==> config.mk <==
export PLATFORM = sky130hd
export DESIGN_NAME = vector_load_unit
export DESIGN_NICKNAME = d
export VERILOG_FILES = /design/src/rtl/vlu_pkg.sv /design/src/rtl/vector_load_unit_next_lane_pick.sv /design/src/rtl/vector_load_unit.sv
export SDC_FILE = /design/constraint.sdc
export NUM_CORES = 1
export LEC_CHECK = 0
export CAP_MARGIN = 0
export CORE_MARGIN = 2
export CORE_UTILIZATION = 36
export CTS_CLUSTER_DIAMETER = 50
export DETAILED_ROUTE_END_ITERATION = 12
export PLACE_DENSITY_LB_ADDON = 0.3
export SLEW_MARGIN = 40
export SYNTH_ARGS = -nofsm -noshare
export SYNTH_HDL_FRONTEND = slang
export SYNTH_SLANG_ARGS = --single-unit
==> constraint.sdc <==
create_clock -name clk -period 1.8 [get_ports clk]
set_input_delay 0.18 -clock clk [delete_from_list [all_inputs] [get_ports clk]]
set_output_delay 0.18 -clock clk [all_outputs]
set_load 0.005 [all_outputs]
==> src/rtl/vlu_pkg.sv <==
// -----------------------------------------------------------------------------
// vlu_pkg
// Shared definitions for the vector load unit: lane geometry, the FSM state
// encoding and a helper that forms the byte address of a lane.
// -----------------------------------------------------------------------------
package vlu_pkg;

   localparam int NUM_LANES  = 4;
   localparam int LANE_W     = 32;
   localparam int VREG_W     = NUM_LANES * LANE_W;
   localparam int LANE_IDX_W = 2;

   typedef enum logic [2:0] {
      IDLE  = 3'd0,
      REQ   = 3'd1,
      WAIT  = 3'd2,
      WRITE = 3'd3,
      DONE  = 3'd4
   } state_t;

   // Byte address of a lane: base + 4*lane, wrapping modulo 2^32.
   function automatic logic [31:0] lane_addr(input logic [31:0] base,
                                             input logic [LANE_IDX_W-1:0] lane);
      return base + {{(32-LANE_IDX_W-2){1'b0}}, lane, 2'b00};
   endfunction

endpackage

==> src/rtl/vector_load_unit_next_lane_pick.sv <==
// -----------------------------------------------------------------------------
// next_lane_pick
// Combinational search for the next lane to load.
//   mask      : lanes still requested by the transfer
//   lane      : lane just completed (ignored when first=1)
//   first     : 1 = search from lane 0 inclusive, 0 = search above lane
//   next_lane : lowest qualifying set lane
//   valid     : 1 when a qualifying lane exists, 0 when none remain
// -----------------------------------------------------------------------------
module next_lane_pick
   import vlu_pkg::*;
(
   input  logic [NUM_LANES-1:0]  mask,
   input  logic [LANE_IDX_W-1:0] lane,
   input  logic                  first,
   output logic [LANE_IDX_W-1:0] next_lane,
   output logic                  valid
);

   // Scan from the top down so the lowest qualifying lane is the last one kept.
   always_comb begin
      next_lane = '0;
      valid     = 1'b0;
      for (int i = NUM_LANES - 1; i >= 0; i--) begin
         if (mask[i] && (first || (i > int'(lane)))) begin
            next_lane = LANE_IDX_W'(i);
            valid     = 1'b1;
         end
      end
   end

endmodule

==> src/rtl/vector_load_unit.sv <==
// -----------------------------------------------------------------------------
// vector_load_unit
// Fetches up to four 32-bit words from data memory (one outstanding request)
// and writes each into its lane of a destination vector register via the
// register file's lane-write path.
// Ports:
//   clk, reset (sync, active-low)
//   start, base_addr, dest_reg, lane_mask   : command, sampled in IDLE
//   mem_req, mem_addr, mem_ready            : request handshake
//   mem_rvalid, mem_rdata                   : read response
//   rf_write_enable, rf_mem_load_enable,
//   rf_write_address_r, rf_write_address_c,
//   rf_write_data                           : register file lane write
//   busy, done                              : status
// -----------------------------------------------------------------------------
module vector_load_unit
   import vlu_pkg::*;
(
   input  logic                  clk,
   input  logic                  reset,
   input  logic                  start,
   input  logic [31:0]           base_addr,
   input  logic [3:0]            dest_reg,
   input  logic [NUM_LANES-1:0]  lane_mask,
   output logic                  mem_req,
   output logic [31:0]           mem_addr,
   input  logic                  mem_ready,
   input  logic                  mem_rvalid,
   input  logic [LANE_W-1:0]     mem_rdata,
   output logic                  rf_write_enable,
   output logic                  rf_mem_load_enable,
   output logic [3:0]            rf_write_address_r,
   output logic [LANE_IDX_W-1:0] rf_write_address_c,
   output logic [VREG_W-1:0]     rf_write_data,
   output logic                  busy,
   output logic                  done
);

   state_t                  state_q, state_d;
   logic [31:0]             base_q;
   logic [3:0]              dest_q;
   logic [NUM_LANES-1:0]    mask_q;
   logic [LANE_IDX_W-1:0]   lane_q;
   logic [LANE_W-1:0]       data_q;

   logic [NUM_LANES-1:0]    pick_mask;
   logic                    pick_first;
   logic [LANE_IDX_W-1:0]   pick_lane;
   logic                    pick_valid;

   // In IDLE the search runs on the live command mask so the first lane is
   // known in the accepting cycle; afterwards it runs on the latched mask.
   assign pick_first = (state_q == IDLE);
   assign pick_mask  = pick_first ? lane_mask : mask_q;

   next_lane_pick u_pick (
      .mask      (pick_mask),
      .lane      (lane_q),
      .first     (pick_first),
      .next_lane (pick_lane),
      .valid     (pick_valid)
   );

   always_ff @(posedge clk) begin
      if (!reset) begin
         state_q <= IDLE;
         base_q  <= '0;
         dest_q  <= '0;
         mask_q  <= '0;
         lane_q  <= '0;
         data_q  <= '0;
      end else begin
         state_q <= state_d;
         case (state_q)
            IDLE: begin
               if (start) begin
                  base_q <= base_addr;
                  dest_q <= dest_reg;
                  mask_q <= lane_mask;
                  lane_q <= pick_lane;
               end
            end
            WAIT: begin
               if (mem_rvalid) data_q <= mem_rdata;
            end
            WRITE: begin
               if (pick_valid) lane_q <= pick_lane;
            end
            default: ;
         endcase
      end
   end

   always_comb begin
      state_d            = state_q;
      mem_req            = 1'b0;
      mem_addr           = '0;
      rf_write_enable    = 1'b0;
      rf_mem_load_enable = 1'b0;
      rf_write_address_r = '0;
      rf_write_address_c = '0;
      rf_write_data      = '0;
      busy               = 1'b0;
      done               = 1'b0;

      case (state_q)
         IDLE: begin
            if (start) state_d = pick_valid ? REQ : DONE;
         end
         REQ: begin
            busy     = 1'b1;
            mem_req  = 1'b1;
            mem_addr = lane_addr(base_q, lane_q);
            if (mem_ready) state_d = WAIT;
         end
         WAIT: begin
            busy = 1'b1;
            if (mem_rvalid) state_d = WRITE;
         end
         WRITE: begin
            busy               = 1'b1;
            rf_write_enable    = 1'b1;
            rf_mem_load_enable = 1'b1;
            rf_write_address_r = dest_q;
            rf_write_address_c = lane_q;
            rf_write_data      = {{(VREG_W-LANE_W){1'b0}}, data_q};
            state_d            = pick_valid ? REQ : DONE;
         end
         DONE: begin
            busy    = 1'b1;
            done    = 1'b1;
            state_d = IDLE;
         end
         default: state_d = IDLE;
      endcase
   end

endmodule

Word level (Yosys, flattened, before mapping):

Index checks and enable logic that the tools add are counted.

* flip-flop bits (word level): 77
* output and inout bits: 171
* logic and storage cells: 57

* add/sub/neg operators: 1
* $lt $le $gt $ge: 3
* eq/ne operators: 8
* mux-type cells: 25
* reduce and logical (&&, ||, !) cells: 14

Operators with widths (number)
* 32-bit two-way mux: 2
* 32-bit by 4-bit adder with 32-bit output: 1
* 2-bit two-way mux: 7
* 3-bit two-way mux: 4
* 3-bit case mux with 4 select lines: 1
* 1-bit two-way mux: 8
* 4-bit two-way mux: 2
* 2-bit inequality test (second input constant): 4
* 3-bit by 2-bit equality test with 1-bit output (second input constant): 2
* 3-bit AND reduction: 2
* 2-bit greater-than comparator (first input constant): 2
* 1-bit logical AND: 4
* 2-bit case mux with 2 select lines: 1
* 2-bit AND reduction: 2
* 4-bit OR reduction: 1
* 3-bit by 1-bit equality test with 1-bit output (second input constant): 1
* 3-bit equality test (second input constant): 1
* 3-bit logical NOT: 1
* 1-bit logical OR: 3
* 1-bit by 2-bit greater-than comparator with 1-bit output (first input constant): 1
* 2-bit nonzero test: 1

Depth between registers and ports, before layout:

Gate-level depths: netlist (run 1).

* depth in word-level cells: 10
* depth in mapped cells: 7

Hierarchy:

Synthesis (run 1) repeated with hierarchy kept, for this count alone.

* cells, all modules: 649
* area, all modules: 4909.7 µm²

Modules (own cells, without submodules)
* vector_load_unit: times used 1, cells each 633, area each 4815.9 µm², seq. area each 1541.5 µm²
* next_lane_pick: times used 1, cells each 16, area each 93.8 µm², seq. area each 0.0 µm²

Least setup slack after synthesis (run 1):

No wires, ideal clock.

* path type: register to output
* from: reg lane_q[0]
* to: out mem_addr[28]
* data arrival time: 1823 ps
* data required time: 1620 ps
* path slack: -203 ps
* stages on the path, launching flop included: 8
* cell sequence: dfxtp_1 ha_1 fa_1 and4_1 buf_2 nand3_1 or4_1 a21oi_1

* cells in the longest elaborated chain, start to end: 2

Ends and longest elaborated chain
* start: declaration: RTL line vector_load_unit.sv:43 `logic [LANE_IDX_W-1:0] lane_q;`
* start signal: assignment: RTL line vector_load_unit.sv:80 `lane_q <= pick_lane;`
* start signal: assignment: RTL line vector_load_unit.sv:87 `if (pick_valid) lane_q <= pick_lane;`
* 32-bit by 4-bit adder with 32-bit output: RTL line vlu_pkg.sv:24 `return base + {{(32-LANE_IDX_W-2){1'b0}}, lane, 2'b00};`
* 32-bit two-way mux: RTL line vector_load_unit.sv:106 `case (state_q)`
* end: declaration: RTL line vector_load_unit.sv:26 `output logic [31:0] mem_addr,`

No other way between the ends.

Final worst setup path (run 1):

* from: reg lane_q[0]
* to: out mem_addr[18]

The elaborated chain is that of the path after synthesis.

==> results of run 1 <==
layer usage:
layer | vias up | track usage | part of all wire
met2 | 186 | 0.347 | 0.51
met1 | 2246 | 0.219 | 0.40
met4 | 0 | 0.0798 | 0.018
li1 | 2355 | - | -
met3 | 24 | 0.0564 | 0.075
met5 | - | 0 | 0
worst min-delay path by stage:
stage	start	endpoint	slack, ns	cells after the start
finish	mem_rdata[16]	data_q[16]$_SDFFE_PN0P_	0.39	3
global route	mem_rdata[24]	data_q[24]$_SDFFE_PN0P_	0.41	3
CTS	mem_rdata[19]	data_q[19]$_SDFFE_PN0P_	0.38	3
detailed placement	base_q[0]$_SDFFE_PN0P_	base_q[0]$_SDFFE_PN0P_	0.44	2
global placement	data_q[15]$_SDFFE_PN0P_	data_q[15]$_SDFFE_PN0P_	0.44	2
floorplan	reset	state_q[2]$_SDFFE_PN0P_	0.30	2
worst max-delay path, cell delays in order, from the launching register on:
cell	delay (ns)
dfxtp_4	0.36
ha_4	0.14
fa_2	0.21
and4_4	0.26
nand4_1	0.13
buf_4	0.17
or3_4	0.32
a21oi_2	0.12
buf_2	0.12
cell families (layout without fill, tap and decap cells):
| family | count (synthesis) | count (layout) | share of synthesized area |
|---|---|---|---|
| other cells | 1 | 96 | 0.000810 |
| mux | 1 | 1 | 0.00216 |
| compound gates | 117 | 117 | 0.136 |
| fa+ha+maj | 3 | 3 | 0.00973 |
| flops | 76 | 76 | 0.329 |
| simple gates | 283 | 283 | 0.301 |
| buf+inv | 138 | 272 | 0.194 |
| xor+xnor | 14 | 14 | 0.0265 |
area by class of cell:
type | count | area [sq um]
Clock buffer | 11 | 243
Multi-Input combinational cell | 514 | 2920
Inverter | 7 | 28.8
Fill cell | 1184 | 5280
Timing Repair Buffer | 250 | 2260
Tap cell | 172 | 215
Sequential cell | 76 | 1550
Clock inverter | 4 | 73.8
cells in the mapped netlist, types with 2 or more instances:
cell type / count / area (sq um)
nand2_1: 156 / 586
buf_4: 97 / 728
a21oi_1: 92 / 460
dfxtp_1: 76 / 1520
and2_1: 43 / 269
clkbuf_1: 29 / 109
nor2_1: 18 / 67.6
nand3_1: 11 / 55.1
o31ai_1: 10 / 75.1
or4_1: 10 / 75.1
o21ai_0: 9 / 45.0
xnor2_1: 8 / 70.1
nand4_1: 7 / 43.8
inv_1: 6 / 22.5
xor2_1: 6 / 52.6
and3_1: 5 / 31.3
nand2b_1: 5 / 31.3
and4_1: 4 / 35.0
or3_1: 4 / 25.0
nor3_1: 3 / 15.0
or2_2: 3 / 18.8
buf_2: 2 / 10.0
buf_6: 2 / 22.5
ha_1: 2 / 25.0
nand3b_1: 2 / 15.0
repair_timing:
action,4_1_cts,5_1_grt
pin swaps,67,28
setup endpoints to repair,75,59
hold buffers,0,0
resized for setup,373,54
gates cloned,3,1
buffers inserted,30,9
power breakdown:
part | switching, mW | total, mW | internal, mW
sequential | 0.104 | 1.95 | 1.85
combinational | 0.821 | 1.58 | 0.762
clock | 0.687 | 1.93 | 1.24
total | 1.61 | 5.47 | 3.86
metrics by stage:
step | instance area [sq um] | utilization | hold slack, ns | cells
floorplan | 5020 | - | 0.296 | 728
global placement | 6390 | 0.508 | 0.438 | 981
detailed placement | 6390 | 0.508 | 0.444 | 981
CTS | 7130 | 0.567 | 0.380 | 1029
global route | 7290 | 0.580 | 0.407 | 1034
finish | 7290 | 0.580 | 0.394 | 1034
registers in the layout (all words and copies together), names as in the netlist:
register	flops
lane_q	2
base_q	32
data_q	32
state_q	3
mask_q	3
dest_q	4
==> run summary, run 1 <==
Area growth syn-to-layout -> 57.5%
GRT Overall Usage -> 0.195
Final hold vios -> 0
Avg Synthesized Cell Area -> 7.31 sq um
Clock sinks -> 76
Nets -> 938
Worst r2r dst -> lane_q[1]$_SDFFE_PN0P_
Worst vdd ir -> 0.415 mV
Sequential share of the synthesized area -> 0.329
Vias in the first global route -> 4653
Unique cell type count in the Yosys netlist -> 48
Routed vias -> 4811
Die footprint -> 13800 sq um
Die Wd -> 117 um
First-pass GRT wire length -> 22300 um
Ys flop type -> dfxtp_1
Pre-CTS setup slack -> -0.659 ns
Routed WL -> 14400 um
Crit path from -> lane_q[0]$_SDFFE_PN0P_
H-tree Lvls -> 3
FP Rows -> 41
Diode count -> 0
Crit. End Element -> output port
DP Wirelength -> 9710 um
Yosys warns -> 0
Final setup violation count -> 41
Crit path to -> mem_addr[18]
Most frequent cells in the layout -> 155 x nand2_1, 96 x conb_1, 80 x a21oi_1, 76 x clkdlybuf4s50_1, 68 x buf_4
Cells after synthesis -> 633
Layout cells sized above 1 -> 0.327
Number of synthesized flops with an enable pin -> 0
Setup TNS -> -11.43 ns
Clock skew -> 0.00426 ns
CP max FO -> 4
Remaining DRCs -> 0
Antenna violations before repair -> 0
GP Congestion -> 0.858
Commonest non-fill, non-tap cell in the layout -> nand2_1
Clk_lat worst skew -> 0.33 ns
Unrepaired setup endpoints after global routing -> yes
Kind of critical path -> reg -> out
Initial Util -> 0.368
Root buffer cell -> clkbuf_16
Async set-or-reset flop fraction in the synthesized netlist -> 0
GRT overflow -> 0
Minimum clock period -> 2.33 ns
Drt initial violations -> 329
Buffer depth of the longest clock path -> 2
Min-delay worst type -> in -> reg
Core area -> 12600 sq um
Clock transition at path regs -> 0.06 ns
Power per cell area -> 750 nW/um^2
Final slew viol count -> 0
Status -> finished, violations left
Post-route setup slack -> -0.534 ns
MaxCap Viol Count -> 0
R2R depth -> 8
Overall Power -> 5.47 mW
Total CTS buffers -> 9
Cell area after synthesis -> 4630 sq um
IO Count -> 248
Largest net degree at the start of global routing -> 40
ANT nets after route -> 0
DR pass1 iterations -> 5
Final Cycle Share -> 1.30
Port Buffers -> 151
Crit Reg-Reg Startpoint -> state_q[1]$_SDFFE_PN0P_
Via density -> 4.65
Startpoint Class -> flip-flop
Req. time, crit path -> 1.62 ns
R2r setup slk -> 0.10 ns
FF+latch count, synth -> 76
Die height -> 117 um
Upper clock frequency limit -> 428 MHz
Leak Pwr -> 3.16 nW
Routed WL per cell -> 13.9 um
CTS tree -> yes
Violated checks -> setup timing
Arrival time worst endpoint -> 2.15 ns
(Power assumes the default switching activity.)
==> run 2, diff against run 1 <==
--- a/config.mk
+++ b/config.mk
@@ -11,2 +11,3 @@
 export CTS_CLUSTER_DIAMETER = 50
+export CTS_CLUSTER_SIZE = 28
 export DETAILED_ROUTE_END_ITERATION = 12
--- a/constraint.sdc
+++ b/constraint.sdc
@@ -3,2 +3,2 @@
 set_output_delay 0.18 -clock clk [all_outputs]
-set_load 0.005 [all_outputs]
+set_load 0.01 [all_outputs]
==> run summary, run 2 (synthesis gave the netlist of run 1 again) <==
Largest net degree at the start of global routing -> 40
Upper clock frequency limit -> 419 MHz
Arrival time worst endpoint -> 2.20 ns
Power per cell area -> 802 nW/um^2
Clock skew -> 0.00355 ns
IO Count -> 248
Final setup violation count -> 28
Nets -> 921
Post-CTS Hold Buffers -> 0
Hold Crit Depth -> 3
Req. time, crit path -> 1.62 ns
GRT Overall Usage -> 0.193
Crit Reg-Reg Startpoint -> state_q[1]$_SDFFE_PN0P_
Min-delay worst type -> in -> reg
Diode count -> 0
Die height -> 117 um
Drt initial violations -> 192
R2R depth -> 6
Via density -> 4.68
Final slew viol count -> 0
Worst Hold Path EP -> data_q[18]$_SDFFE_PN0P_
FP Rows -> 41
Area growth syn-to-layout -> 50.3%
Crit. End Element -> output port
ANT nets after route -> 0
R2r setup slk -> 0.15 ns
Startpoint Class -> flip-flop
First-pass GRT wire length -> 22000 um
Unrepaired setup endpoints after global routing -> yes
CP max FO -> 4
Clock transition at path regs -> 0.06 ns
Hold wc startpoint -> mem_rdata[18]
DP Wirelength -> 9620 um
Filler cell count -> 1228
Status -> finished, violations left
Vias in the first global route -> 4607
Layout cells sized above 1 -> 0.278
Die Wd -> 117 um
Minimum clock period -> 2.38 ns
Buffer depth of the longest clock path -> 2
Largest regs -> base_q x32, data_q x32, dest_q x4
Clk_lat worst skew -> 0.33 ns
Pre-CTS setup slack -> -0.717 ns
Violated checks -> setup timing
Final hold vios -> 0
GRT overflow -> 0
Routed WL per cell -> 13.7 um
Routed vias -> 4764
Die footprint -> 13800 sq um
Port Buffers -> 151
Routed WL -> 14000 um
Initial Util -> 0.368
Final Cycle Share -> 1.32
Root buffer cell -> clkbuf_16
Kind of critical path -> reg -> out
Worst vdd ir -> 0.353 mV
H-tree Lvls -> 3
CTS tree -> yes
Worst r2r dst -> base_q[13]$_SDFFE_PN0P_
GP Congestion -> 0.876
Post-route setup slack -> -0.584 ns
DR pass1 iterations -> 4
MaxCap Viol Count -> 0
Multi-input logic area -> 2820 sq um
Remaining DRCs -> 0
Most frequent cells in the layout -> 154 x nand2_1, 96 x conb_1, 79 x a21oi_1, 76 x clkdlybuf4s50_1, 69 x dfxtp_1
Setup TNS -> -10.48 ns
Antenna violations before repair -> 0
Clock sinks -> 76
Commonest non-fill, non-tap cell in the layout -> nand2_1
Seq. cell area -> 1540 sq um
Core area -> 12600 sq um
Leak Pwr -> 2.99 nW
Total CTS buffers -> 9
[run 2: cell count changes in the layout (fill, tap and decap cells not counted), sizes merged]
cell,delta
buf,-13
bufinv,+1
clkbuf,-7
clkdlybuf4s15,+4
dlygate4sd2,-1
[run 2: worst max-delay path: stages, from the launching register on]
cell,delay [ns]
dfxtp_2,0.35
ha_4,0.15
fa_2,0.21
and4_4,0.24
nand4_1,0.15
buf_4,0.19
or3_4,0.32
a21oi_2,0.13
buf_2,0.14
[run 2: how the worst max path moves through the flow]
stage / end / slack, ns / from / cells past startpoint
floorplan: mem_addr[18] / -0.14 / lane_q[0]$_SDFFE_PN0P_ / 7
global placement: mem_addr[18] / -0.68 / base_q[2]$_SDFFE_PN0P_ / 7
detailed placement: mem_addr[18] / -0.72 / base_q[2]$_SDFFE_PN0P_ / 7
CTS: mem_addr[22] / -0.63 / lane_q[0]$_SDFFE_PN0P_ / 8
global route: mem_addr[28] / -0.66 / base_q[2]$_SDFFE_PN0P_ / 7
finish: mem_addr[22] / -0.58 / base_q[2]$_SDFFE_PN0P_ / 8
[run 2: per-layer routing]
| layer | GRT usage | vias up | part of all wire |
|---|---|---|---|
| met5 | 0 | - | 0 |
| met4 | 0.0482 | 0 | 0.014 |
| met3 | 0.0725 | 25 | 0.087 |
| met2 | 0.345 | 200 | 0.51 |
| met1 | 0.215 | 2216 | 0.39 |
| li1 | - | 2323 | - |
[run 2: area by class of cell]
cell class	instances	area share
timing repair buffer	233	0.291
clock buffer	11	0.0335
multi-input combinational	514	0.406
clock inverter	5	0.0144
inverter	7	0.00414
sequential	76	0.221
tap	172	0.0309
[run 2: where the power goes]
part / internal [mW] / total [mW] / switching [mW]
sequential: 1.85 / 1.94 / 0.0956
clock: 1.35 / 2.02 / 0.672
combinational: 0.733 / 1.61 / 0.877
[run 2: metrics by stage]
step / hold WS, ns / util / total power [mW] / area, sq um / instances
after detailed placement: 0.444 / 0.511 / 3.46 / 6420 / 981
final: 0.393 / 0.553 / 5.57 / 6950 / 1018
after CTS: 0.383 / 0.536 / 5.54 / 6740 / 1009
after global placement: 0.437 / 0.511 / 3.43 / 6420 / 981
after global routing: 0.395 / 0.553 / 5.86 / 6950 / 1018
after floorplan: 0.296 / - / 2.89 / 5050 / 728
[run 2: what timing repair did]
action                     CTS  global route
resized for setup          317            32
cloned                       2             2
buffers inserted            10            10
setup endpoints to repair   75            69
pin swaps                   28            20
